`src/rtl/dccm_arbiter.sv`:
```
// dccm_arbiter
// Shares one single-port DFFRAM data memory between two SRAM-style requesters.
// Two-way round-robin arbitration, bit-mask to byte-enable conversion,
// read-response routing back to the issuing port, out-of-range flagging.
//
// Ports:
//   clock, reset            clock, asynchronous active-low reset
//   req_i[1:0], we_i[1:0]   per-port request / write enable (bit n = port n)
//   addr*_i, wdata*_i       per-port word address and write data
//   wmask*_i                per-port bit write mask
//   gnt_o[1:0]              per-port grant (combinational)
//   rvalid_o[1:0]           per-port read response valid
//   rdata*_o, rerror*_o     per-port read data / read error (2'b11 = out of range)
//   mem_en_o, mem_we_o      DFFRAM chip enable / byte write enables
//   mem_a_o, mem_di_o       DFFRAM address / write data
//   mem_do_i                DFFRAM read data, valid the cycle after an enabled read
module dccm_arbiter #(
    parameter int AW    = 12,
    parameter int DW    = 32,
    parameter int Depth = 4096
) (
    input  logic              clock,
    input  logic              reset,
    input  logic [1:0]        req_i,
    input  logic [1:0]        we_i,
    input  logic [AW-1:0]     addr0_i,
    input  logic [AW-1:0]     addr1_i,
    input  logic [DW-1:0]     wdata0_i,
    input  logic [DW-1:0]     wdata1_i,
    input  logic [DW-1:0]     wmask0_i,
    input  logic [DW-1:0]     wmask1_i,
    output logic [1:0]        gnt_o,
    output logic [1:0]        rvalid_o,
    output logic [DW-1:0]     rdata0_o,
    output logic [DW-1:0]     rdata1_o,
    output logic [1:0]        rerror0_o,
    output logic [1:0]        rerror1_o,
    output logic              mem_en_o,
    output logic [DW/8-1:0]   mem_we_o,
    output logic [AW-1:0]     mem_a_o,
    output logic [DW-1:0]     mem_di_o,
    input  logic [DW-1:0]     mem_do_i
);

    localparam int BW = DW / 8;
    // One extra bit so Depth == 2**AW is representable in the range compare.
    localparam logic [AW:0] DEPTH_L = (AW + 1)'(Depth);

    // A byte lane is written when any bit of its mask slice is set.
    function automatic logic [BW-1:0] mask_to_be(input logic [DW-1:0] mask);
        logic [BW-1:0] be;
        be = '0;
        for (int b = 0; b < BW; b++) begin
            be[b] = |mask[8*b +: 8];
        end
        return be;
    endfunction

    logic [1:0]    gnt_s;
    logic          any_gnt_s;
    logic          sel_s;        // index of the granted port (0 when idle)
    logic          we_sel_s;
    logic [AW-1:0] addr_sel_s;
    logic [DW-1:0] wdata_sel_s;
    logic [DW-1:0] wmask_sel_s;
    logic          in_range_s;

    logic          last_r;       // port granted most recently; reset to 1 so port 0 wins first
    logic          tag_valid_r;
    logic          tag_port_r;
    logic          tag_oor_r;

    // Round-robin grant: on contention the port not granted most recently wins.
    always_comb begin
        gnt_s = 2'b00;
        case (req_i)
            2'b01:   gnt_s = 2'b01;
            2'b10:   gnt_s = 2'b10;
            2'b11:   gnt_s = last_r ? 2'b01 : 2'b10;
            default: gnt_s = 2'b00;
        endcase
    end

    // Mux the granted port's request onto the memory side.
    always_comb begin
        any_gnt_s   = |gnt_s;
        sel_s       = gnt_s[1];
        if (sel_s) begin
            we_sel_s    = we_i[1];
            addr_sel_s  = addr1_i;
            wdata_sel_s = wdata1_i;
            wmask_sel_s = wmask1_i;
        end else begin
            we_sel_s    = we_i[0];
            addr_sel_s  = addr0_i;
            wdata_sel_s = wdata0_i;
            wmask_sel_s = wmask0_i;
        end
        in_range_s  = ({1'b0, addr_sel_s} < DEPTH_L);
    end

    // Memory drive: out-of-range accesses keep the RAM idle, dropping writes.
    always_comb begin
        mem_a_o  = addr_sel_s;
        mem_di_o = wdata_sel_s;
        if (any_gnt_s && in_range_s) begin
            mem_en_o = 1'b1;
            if (we_sel_s) begin
                mem_we_o = mask_to_be(wmask_sel_s);
            end else begin
                mem_we_o = {BW{1'b0}};
            end
        end else begin
            mem_en_o = 1'b0;
            mem_we_o = {BW{1'b0}};
        end
    end

    // Priority pointer follows every grant; holds when idle.
    always_ff @(posedge clock or negedge reset) begin
        if (!reset) begin
            last_r <= 1'b1;
        end else if (any_gnt_s) begin
            last_r <= sel_s;
        end else begin
            last_r <= last_r;
        end
    end

    // In-flight read tag; reset clears it so a pending response is discarded.
    always_ff @(posedge clock or negedge reset) begin
        if (!reset) begin
            tag_valid_r <= 1'b0;
            tag_port_r  <= 1'b0;
            tag_oor_r   <= 1'b0;
        end else begin
            tag_valid_r <= any_gnt_s & ~we_sel_s;
            tag_port_r  <= sel_s;
            tag_oor_r   <= ~in_range_s;
        end
    end

    // Response routing: only the responding port sees data/error; the other holds 0.
    always_comb begin
        gnt_o     = gnt_s;
        rvalid_o  = 2'b00;
        rdata0_o  = {DW{1'b0}};
        rdata1_o  = {DW{1'b0}};
        rerror0_o = 2'b00;
        rerror1_o = 2'b00;
        if (tag_valid_r) begin
            if (tag_port_r) begin
                rvalid_o  = 2'b10;
                rdata1_o  = tag_oor_r ? {DW{1'b0}} : mem_do_i;
                rerror1_o = tag_oor_r ? 2'b11 : 2'b00;
            end else begin
                rvalid_o  = 2'b01;
                rdata0_o  = tag_oor_r ? {DW{1'b0}} : mem_do_i;
                rerror0_o = tag_oor_r ? 2'b11 : 2'b00;
            end
        end else begin
            rvalid_o = 2'b00;
        end
    end

endmodule

```
`config.mk`:
```
export PLATFORM = sky130hd
export DESIGN_NAME = dccm_arbiter
export DESIGN_NICKNAME = d
export VERILOG_FILES = /design/src/rtl/dccm_arbiter.sv
export SDC_FILE = /design/constraint.sdc
export NUM_CORES = 1
export LEC_CHECK = 0
export CORE_AREA = 2 2 122 124
export CTS_CLUSTER_SIZE = 14
export DETAILED_ROUTE_END_ITERATION = 7
export DIE_AREA = 0 0 124 126
export HOLD_SLACK_MARGIN = 0.03
export PLACE_DENSITY = 0.58
export SYNTH_ARGS = -nofsm -noshare
export SYNTH_HDL_FRONTEND = slang
export SYNTH_SLANG_ARGS = --single-unit
```
`constraint.sdc`:
```
create_clock -name clock -period 3.2 [get_ports clock]
set_input_delay 0.64 -clock clock [delete_from_list [all_inputs] [get_ports clock]]
set_output_delay 0.64 -clock clock [all_outputs]
set_load 0.02 [all_outputs]
```
==> flow_summary.ini, run 1 <==
[floorplanning]
core_sq_um = 14310
rows = 44
ios = 311
start_util = 0.09213
die_x_um = 124
dieArea_sq_um = 15620
die_h_um = 126

[finish]
multi_input_area_sq_um = 1150
fin_nets = 663
fin_area_sq_um = 4681
utilization = 0.3270
regArea_sq_um = 76.32
drive_gt1_frac = 0.1314
num_antenna_cells = 0
syn_to_final_growth_pct = 254.9
fillCellCount = 1473

[grt]
overflow = 0
grt_pass1_wl_mm = 13.22
groute.usage.overall = 0.1108
grt_max_degree = 46
grt_antenna_before_repair = 0
grt_pass1_vias = 2596

[sta]
post-route-min-period_ns = 3.082
setup_tns_ns = 0
period_share = 0.9631
setup_ws_ns = 0.1180
fmax_mhz = 324.5
skew_ns = 0.001225
setup_viol = 0
slew_viol_final = 0
hold_violations = 0
rsz0062_at_grt = false

[logic_synthesis]
yosysTopAreaCell = mux2_2
syn_area_sq_um = 1319
ys_seq_area_frac = 0.05787
syn_area_per_cell_sq_um = 7.897
synthTopCellsByArea = mux2_2, and3_1, and2_1
netlist_instances = 167
synth-seq-cells = 3
yosys.area.top_type_share = 0.3757
synth_cell_types = 22
ys_warn_count = 0

[clock_network]
clk-insertion-delay-late_ns = 0.22
cts_buffers = 3
cts_buffer_depth = 2
htree_levels = 1
cts.sink_count = 3
cts_root_buffer = clkbuf_16
clk_pin_slew_ns = 0.03
tritoncts = built

[critical_path]
path_delay_family = buffers and inverters
worstSetupPathType = primary input to primary output
startpoint_type = primary input
reg2reg_depth = 6
cp-end-kind = primary output
required_ns = 2.56
r2r_start = last_r
cpPeakStageDelay_ns = 0.54
crit_buf_inv = 4
cpMostUsedCell = clkdlybuf4s50_1
path_depth = 7
r2r_setup_slack_ns = 1.96
critPathMaxFanout = 23
crit_arrival_ns = 2.44
cp-startpoint = req_i[0]
path_cells = clkdlybuf4s50_1 > nand2_2 > nand2_4 > inv_4 > buf_12 > mux2_2 > clkdlybuf4s50_1
cp_slowest_cell = clkdlybuf4s50_1
r2r-end = tag_valid_r

[detailed_routing]
via_per_inst = 3.817
drc = 0
drtPass1Iterations = 4
wl_mm = 9.621
postRouteAntennaNets = 0
first_iter_violations = 30
wire_per_inst_um = 14.67
num_vias = 2504

[power]
power_density_nw_per_um2 = 209.9
p_leak_nw = 1.935
ir_drop_mv = 0.1119
p_total_uw = 982.5

[place]
dp_slack_ns = -0.05251
placed_area_sq_um = 4607
io_buffers = 306
dpl.hpwl_mm = 8.426
gp_congestion = 0.8121

[min_path]
hold_class = flip-flop to flip-flop
holdPathEnd = last_r
hp-start = last_r
min_path_cells = 2

[job]
drv_cap = 0

[outcome]
status = complete, no violations
worst min-delay path: stages (launching register included):
cell,delay (ns)
dfstp_2,0.37
inv_1,0.04
o21ai_0,0.07
where the power goes:
| part | internal (mW) | total, mW | switching [mW] | leakage (nW) |
|---|---|---|---|---|
| sequential | 0.0438 | 0.0464 | 0.00254 | 0.0350 |
| combinational | 0.439 | 0.742 | 0.303 | 1.86 |
| clock | 0.164 | 0.195 | 0.0305 | 0.0382 |
| total | 0.647 | 0.982 | 0.336 | 1.93 |
state kept, by name, indices dropped and copies added, names as in the netlist:
| register | count |
|---|---|
| last_r | 1 |
| tag_port_r | 1 |
| tag_valid_r | 1 |
cell families (layout without fill, tap and decap cells):
group / count (synthesis) / in the layout / share of synthesized area
buffers and inverters: 20 / 322 / 0.07874
other: 1 / 4 / 0.002844
flip-flops: 3 / 3 / 0.05788
AO/OA/AOI/OAI: 6 / 6 / 0.03700
multiplexers: 45 / 45 / 0.3833
AND/OR/NAND/NOR: 92 / 92 / 0.4402
cell usage in the layout (no fill, tap or decap), drive strengths merged, types with 2 or more instances in the layout:
cell and n:
conb 4, and2 35, clkdlybuf4s50 268, a311oi 4, nand2 2, clkbuf 5
nor4 16, buf 9, mux2 44, and3 36, dlymetal6s2s 4, inv 2
dlygate4sd2 34, dfrtp 2
layout make-up:
class | instances | share of cell area
flip-flops and latches | 3 | 0.01631
well taps | 184 | 0.04918
multi-input cells | 147 | 0.2457
inverters | 2 | 0.002138
clock buffers | 4 | 0.01684
repair buffers | 316 | 0.6699
repair_timing:
action                     in CTS  in global routing
pin swaps                       0                  0
buffers inserted                0                  0
gates cloned                    0                  1
gates resized for setup        34                  5
setup endpoints to repair      34                 14
hold buffers                    0                  0
per-layer routing:
layer,vias to the layer above,GRT usage,share of wire
met5,-,0,0
met4,0,0.01851,0.0093
met3,8,0.04303,0.11
met2,167,0.2272,0.55
met1,1107,0.1005,0.33
li1,1222,-,-
per-stage QoR:
step                hold slack [ns]  instances
detailed placement           0.4890        651
global placement             0.4927        651
finish                       0.4912        656
CTS                          0.4964        655
global route                 0.5312        656
floorplan                    0.3444        170
synthesized netlist by cell type:
| cell type | instances |
|---|---|
| nor4_1 | 16 |
| buf_4 | 4 |
| o21ai_0 | 1 |
| nor2b_1 | 1 |
| or2_2 | 1 |
| clkbuf_1 | 8 |
| and2_1 | 35 |
| mux2_2 | 44 |
| a32oi_1 | 1 |
| a311oi_1 | 4 |
| and3_1 | 36 |
| buf_6 | 1 |
| dfstp_2 | 1 |
| mux2i_1 | 1 |
| conb_1 | 1 |
| buf_2 | 5 |
| nand2_4 | 1 |
| nand2_2 | 1 |
| dfrtp_1 | 2 |
| nand2b_1 | 1 |
| inv_1 | 1 |
| inv_2 | 1 |
how the worst max path moves through the flow:
stage,end,slack [ns]
after floorplan,mem_we_o[0],0.88
after global placement,mem_di_o[12],-0.05
after detailed placement,mem_di_o[16],-0.05
after CTS,mem_di_o[17],0.0001
after global routing,mem_di_o[15],0.03
final,mem_di_o[15],0.12
No activity file was read; power rests on OpenSTA's default activity.
==> inputs of run 2 (changes only) <==
SKIP_LAST_GASP = 1   (was not set)
==> run 2 against run 1 <==
Compared with the run above:
- sequential share of layout area about the same
- core utilization up 0.38 points
- fmax down 1.4%
- global-route usage hardly changed
- power is 2.9% higher
- largest cell class unchanged
- highest routed layer unchanged
==> flow_summary.ini, run 2 (synthesis gave the netlist of run 1 again) <==
[power]
power_density_nw_per_um2 = 213.5
p_leak_nw = 1.936
switching_share = 0.3333
power_frac_seq = 0.046
p_int_uw = 674.0
power.switching_uw = 337.0
ir_drop_mv = 0.1120
comb_power_share = 0.762
clock_power_share = 0.192
p_total_mw = 1.011

[critical_path]
critPathMaxFanout = 22
crit_arrival_ns = 2.49
cp-end-kind = primary output
required_ns = 2.56
worstSetupPathType = primary input to primary output
startpoint_type = primary input
reg2reg_depth = 6

[finish]
multi_input_area_sq_um = 1150
reg.largest.list = last_r (1), tag_port_r (1), tag_valid_r (1)
fin_nets = 663
regArea_sq_um = 76.32
drive_gt1_frac = 0.1314
fillCellCount = 1467
num_antenna_cells = 0
layout_commonest_cell = clkdlybuf4s50_1
syn_to_final_growth_pct = 259.0
stdcell_count = 656
most-common-layout-cells = clkdlybuf4s50_1, mux2_2, and3_1

[sta]
hold_violations = 0
fmax_mhz = 320.0
hold_slack_ns = 0.4912
post-route-min-period_ns = 3.125
skew_ns = 0.001225
setup_viol = 0
rsz0062_at_grt = false
setup_ws_ns = 0.07493
period_share = 0.9766
slew_viol_final = 0

[grt]
grt_max_degree = 46
overflow = 0
grt_pass1_vias = 2601
groute.usage.overall = 0.1107
grt_pass1_wl_mm = 13.21
grt_antenna_before_repair = 0

[job]
drv_cap = 0

[clock_network]
cts_root_buffer = clkbuf_16
cts.sink_count = 3
cts_buffers = 3
post_cts_buffers = 0
htree_levels = 1
clk-insertion-delay-late_ns = 0.22
cts_buffer_depth = 2
clk_pin_slew_ns = 0.03
tritoncts = built

[detailed_routing]
num_vias = 2487
first_iter_violations = 34
drtPass1Iterations = 4
drc = 0
via_per_inst = 3.791
wire_per_inst_um = 14.64
wl_mm = 9.603
postRouteAntennaNets = 0

[place]
dpl.hpwl_mm = 8.426
dpl.cell_count = 651
dp_slack_ns = -0.05251
io_buffers = 306
gp_congestion = 0.8121

[floorplanning]
die_h_um = 126
die_x_um = 124
start_util = 0.09213
ios = 311
rows = 44
core_sq_um = 14310
dieArea_sq_um = 15620

[min_path]
hold_class = flip-flop to flip-flop
min_path_cells = 2

[outcome]
status = complete, no violations
-- run 2: changes by cell type in the layout (fill, tap and decap cells not counted), sizes merged --
cell,previous run,this run
dlymetal6s2s,4,9
clkdlybuf4s50,268,296
dlygate4sd2,34,1
-- run 2: final cells by class --
type,count,area share
clock buffers,4,0.01665
inverters,2,0.002114
multi-input cells,147,0.2429
flip-flops and latches,3,0.01612
well taps,184,0.04863
repair buffers,316,0.6736
-- run 2: critical path: stages --
cell and delay [ns]:
clkdlybuf4s50_1 0.43, nand2_2 0.10, nand2_4 0.06, inv_4 0.12
clkbuf_16 0.22, mux2_2 0.35, clkdlybuf4s50_1 0.54
-- run 2: timing repair --
action                     in CTS  in global routing
gates resized for setup         1                 10
hold buffers                    0                  0
setup endpoints to repair      34                 47
cloned                          0                  1
-- run 2: final timing paths --
kind | start | end | slack (ns)
hold reg to reg | last_r | last_r | 0.49
setup / recovery | req_i[0] | mem_di_o[3] | 0.07
max in group asynchronous | reset | last_r | 2.37
setup reg to reg | last_r | tag_valid_r | 1.96
hold / removal | last_r | last_r | 0.49
min in group asynchronous | reset | tag_valid_r | 0.61
-- run 2: routing by layer --
metal / share of wire / vias to the layer above / track usage
li1: - / 1222 / -
met1: 0.33 / 1092 / 0.1011
met2: 0.55 / 165 / 0.2262
met3: 0.11 / 8 / 0.04303
met4: 0.0096 / 0 / 0.01851
met5: 0 / - / 0
-- run 2: metrics by stage --
step / utilization / area, sq um / TNS [ns]
global route: 0.3308 / 4735 / 0
CTS: 0.3273 / 4684 / -0.5035
global placement: 0.3219 / 4607 / -0.1745
detailed placement: 0.3219 / 4607 / -0.2148
floorplan: - / 1330 / 0
finish: 0.3308 / 4735 / 0
-- run 2: power by group through the flow --
stage                     combinational (mW)  clock [mW]  sequential [mW]
after floorplan                        0.299           0           0.0478
after global placement                 0.767           0           0.0468
after detailed placement               0.771           0           0.0468
after CTS                              0.774       0.199           0.0465
after global routing                   0.819       0.206           0.0470
final                                  0.770       0.195           0.0464
==> inputs of run 3 (changes only) <==
CAP_MARGIN = 5   (was not set)
==> results of run 3 <==
Final layout, timing and power as in run 2 (identical DEF).
